**config.mk**
```make
export PLATFORM = sky130hd
export DESIGN_NAME = iir_decim_fifo
export DESIGN_NICKNAME = d
export VERILOG_FILES = /design/src/rtl/iir_decim_fifo.sv
export SDC_FILE = /design/constraint.sdc
export NUM_CORES = 1
export LEC_CHECK = 0
export ABC_AREA = 1
export CAP_MARGIN = 20
export CORE_MARGIN = 5
export CORE_UTILIZATION = 50
export DETAILED_ROUTE_END_ITERATION = 10
export PLACE_DENSITY = 0.75
export SKIP_CTS_REPAIR_TIMING = 1
export SLEW_MARGIN = 5
export SYNTH_ARGS = -nofsm -noshare
export SYNTH_HDL_FRONTEND = slang
export SYNTH_SLANG_ARGS = --single-unit
```
**constraint.sdc**
```tcl
create_clock -name clk -period 2.14 [get_ports clk]
set_input_delay 0.642 -clock clk [delete_from_list [all_inputs] [get_ports clk]]
set_output_delay 0.642 -clock clk [all_outputs]
set_load 0.02 [all_outputs]
```
**src/rtl/iir_decim_fifo.sv**
```systemverilog
// Decimator for the IIR output stream, feeding a small output FIFO with sticky overflow.
// Define DECIM_AVG_EN for a boxcar-mean kernel; otherwise each window's last sample is kept.
module iir_decim_fifo #(
  parameter int DECIM = 4,
  parameter int DEPTH = 4
) (
  input  logic                     clk,
  input  logic                     rst_n,
  input  logic                     en,
  input  logic [15:0]              y_in,
  input  logic                     clr_ovf,
  output logic [15:0]              m_data,
  output logic                     m_valid,
  input  logic                     m_ready,
  output logic                     ovf,
  output logic [$clog2(DEPTH):0]   level
);

  localparam int PW = $clog2(DECIM);
  localparam int AW = $clog2(DEPTH);
  localparam int LW = AW + 1;

  logic [PW-1:0] phase;
  logic          last;
  logic [15:0]   sample;

  assign last = en && (phase == PW'(DECIM - 1));

  always_ff @(posedge clk or negedge rst_n) begin
    if (!rst_n) begin
      phase <= '0;
    end else if (en) begin
      phase <= last ? '0 : phase + 1'b1;
    end
  end

`ifdef DECIM_AVG_EN
  localparam int ACW = 16 + PW;
  logic [ACW-1:0] acc;
  logic [ACW-1:0] acc_sum;

  // Phase 0 starts from zero, which reloads the window with its first sample.
  always_comb begin
    acc_sum = ((phase == '0) ? '0 : acc) + {{PW{y_in[15]}}, y_in};
  end

  always_ff @(posedge clk or negedge rst_n) begin
    if (!rst_n) begin
      acc <= '0;
    end else if (en) begin
      acc <= acc_sum;
    end
  end

  // Slicing above the fraction bits is an arithmetic shift; the mean always fits 16 bits.
  assign sample = acc_sum[PW +: 16];
`else
  assign sample = y_in;
`endif

  logic [15:0]   mem [DEPTH];
  logic [AW-1:0] wr_ptr;
  logic [AW-1:0] rd_ptr;
  logic [LW-1:0] cnt;
  logic          pop;
  logic          full;
  logic          push_ok;
  logic          drop;

  assign pop     = (cnt != '0) && m_ready;
  assign full    = (cnt == LW'(DEPTH));
  assign push_ok = last && (!full || pop);
  assign drop    = last && full && !pop;

  always_ff @(posedge clk or negedge rst_n) begin
    if (!rst_n) begin
      for (int i = 0; i < DEPTH; i++) begin
        mem[i] <= '0;
      end
    end else if (push_ok) begin
      mem[wr_ptr] <= sample;
    end
  end

  always_ff @(posedge clk or negedge rst_n) begin
    if (!rst_n) begin
      wr_ptr <= '0;
      rd_ptr <= '0;
      cnt    <= '0;
      ovf    <= 1'b0;
    end else begin
      if (push_ok) wr_ptr <= wr_ptr + 1'b1;
      if (pop)     rd_ptr <= rd_ptr + 1'b1;
      case ({push_ok, pop})
        2'b10:   cnt <= cnt + 1'b1;
        2'b01:   cnt <= cnt - 1'b1;
        default: cnt <= cnt;
      endcase
      // A drop in the same cycle as a clear wins, so no overflow is ever lost.
      ovf <= drop || (ovf && !clr_ovf);
    end
  end

  assign m_data  = mem[rd_ptr];
  assign m_valid = (cnt != '0);
  assign level   = cnt;

endmodule

```
==> results.md <==
- Outcome: completed
- Most common cell in the netlist: nand2_1
- TritonCTS buffer count: 9
- Sequential area share after synthesis: 0.496
- Nets: 513
- Reg-to-reg startpoint: phase[0]$_DFFE_PN0P_
- Core Footprint: between 0.007 and 0.008 mm2
- Overall power: just over 7 mW
- Max IR drop VDD: between 0.0006 and 0.0007 V
- Tot GR Track Use: 0.224
- Setup violators final: 0
- Synthesized flop and latch total: 74
- Period minus WS final: approximately 2100 ps
- Initial antenna violation count: 0
- Grt ovf: 0
- Max Slew Vio Count: 0
- CP Class: flip-flop to output pin
- Syn avg cell area: roughly 8.6 um2
- Chip Width: roughly 96 um
- YS warnings: 0
- Hold Crit Class: primary input to async pin
- Clk slew on worst S/H paths: ~80 ps
- Total number of vias: 3308
- Simple-gate area share of the yosys netlist: 0.315
- Initial Utilization: 0.515
- Fmax: 474 MHz
- Final wirelength: about 9.7 mm
- Fin util: 0.632
- Final Worst Setup Slack: slightly below 30 ps
- H-tree levels: 3
- Post-synth EDFFs: 0
- Clock Path Buffers: 2
- I/O Pins: 42
- Global-route wire length before repair: roughly 16 mm
- Ant diodes: 0
- Die Span Y: a little under 100 um
- Filler cell count: 636
- Area Overhead vs Synth: 22.7%
- CTS tree: done
- Area leader, netlist: dfrtp_1
- Max-cap violation count: 0
- Data required time of the critical path: ~1500 ps
- Worst R2R End: level[2]$_DFFE_PN0P_
- Post-synth top area share: 0.496
- Vias in the first global route: around 3200
- WP data arrival: approximately 1500 ps
- Fin Clk Skew: 14.4 ps
- GP Congestion: 0.800
- Pwr/cell area: roughly 1600 mW/mm2
- First-pass detailed-route iteration total: 5
- Largest net degree at the start of global routing: 45
- Worst Setup End Kind: output pin
- Vias per inst: 5.62
- Root buffer cell: clkbuf_8
- Synth unique cells: 26
- Leak: 2.27 nW
- Worst-Skew Late Latency: 350 ps
- Register-to-Register Path Depth: 11
- Row cnt: 31
- Ranking of synthesized cells by area: dfrtp_1 (50%), nand2_1 (14%), nand4_1 (11%)
- Final HPWL from detailed placement: between 6 and 7 mm
- Fraction of layout cells with a size suffix above 1: 0.178
- DR iter-0 viols: roughly 260
- Mapped Area: 0.00374 mm2
- Crit start category: flip-flop
- Dpl ws: -376 ps
- WL per Instance: about 16 um
- Fin crit share: 0.986
- Clock sinks: 74
- Worst R2R Setup Slack: 230 ps
- Antenna viol nets, final: 0
- Slew Limit Headroom: 0.604
- IO buf count: 41
- CP max FO: 16
- Worst Tran Pin Value: 594 ps
- Post-synthesis cell count: 434
- Combinational family with the most area after synthesis: simple AND/OR/NAND/NOR gates
- Post-synth top cells: nand2_1 (139), dfrtp_1 (74), nand4_1 (64), nor2_1 (32)
- RSZ-0062 raised after global routing: yes
- Main flop type after synthesis: dfrtp_1
- Synth Area in Compound Gates: 0.0767
- Mapped Nets: ~460
- Residual DRC: 0
- Die ar.: around 0.0093 mm2
- Ys async rst share: 1.00
- Area share of fa/ha/maj cells after synthesis: 0.0255
- Final Hold Violating Endpoints: 0
- Mux contribution to synthesized area: 0.00301
- Synth Area in XOR/XNOR: 0.00938
## report_power, final
part | total (mW) | switching, mW | internal [mW]
Sequential | 2.35 | 0.368 | 1.99
Combinational | 3.82 | 2.26 | 1.56
Clock | 0.949 | 0.528 | 0.420
## per-layer routing
layer,track usage,vias to the layer above,share of wire
met5,0,-,0
met4,0.0794,0,0.017
met3,0.0449,14,0.058
met2,0.372,114,0.49
met1,0.292,1601,0.43
li1,-,1579,-
## critical path, stage by stage (launching register included)
cell     delay [ps]
dfrtp_2         450
inv_4           110
buf_12          150
nor2_1           50
o22ai_1         180
buf_4           180
## worst max path at each step
stage / endpoint / startpoint
2_1_floorplan: level[2]$_DFFE_PN0P_ / m_ready
3_3_place_gp: level[2]$_DFFE_PN0P_ / m_ready
3_5_place_dp: level[2]$_DFFE_PN0P_ / m_ready
4_1_cts: m_data[0] / rd_ptr[0]$_DFFE_PN0P_
5_1_grt: m_data[12] / rd_ptr[0]$_DFFE_PN0P_
6_report: m_data[12] / rd_ptr[0]$_DFFE_PN0P_
## metrics by stage
step	instance area, um2	hold slack (ps)	instances	TNS, ps
floorplan	3740	346	434	0
global placement	4370	448	572	-9730
detailed placement	4370	455	572	-11560
CTS	4540	293	588	-6790
global route	4580	315	589	-286
finish	4580	298	589	0
## cell usage in the layout, fill, tap and decap left out, types with 2 or more instances in the layout
cell type / count
o22ai_2: 2
nand4_1: 64
ha_1: 6
nand3_4: 4
inv_1: 10
xnor2_1: 2
o21ai_1: 16
buf_12: 6
nand3_1: 3
o21ai_2: 3
xor2_1: 2
dfrtp_1: 73
nor2_1: 30
nor2_2: 2
clkinv_4: 2
buf_6: 5
nor2_4: 2
clkbuf_8: 9
dlymetal6s2s_1: 4
buf_2: 2
o21ai_0: 16
clkinvlp_4: 4
nand2_1: 139
clkdlybuf4s50_1: 20
o22ai_1: 15
buf_4: 38
## kinds of logic after synthesis
family | Yosys count
AOI/OAI and AO/OA | 53
xor gates and xnor gates | 4
adders and majority gates | 7
buffers and inverters | 49
DFF | 74
muxes | 1
and+or+nand+nor | 246
## registers in the layout (all words and copies together), names as in the netlist
register / cells
phase: 2
level: 3
rd_ptr: 2
mem: 64
ovf: 1
wr_ptr: 2
## final cells by class
| class | count | area [um2] | area share |
|---|---|---|---|
| multi-input combinational | 311 | 1630 | 0.356 |
| clock inverter | 6 | 43.8 | 0.00955 |
| timing repair buffer | 76 | 747 | 0.163 |
| sequential | 74 | 1850 | 0.404 |
| tap | 99 | 124 | 0.0270 |
| inverter | 13 | 56.3 | 0.0123 |
| clock buffer | 10 | 128 | 0.0278 |
(Power assumes the default switching activity.)
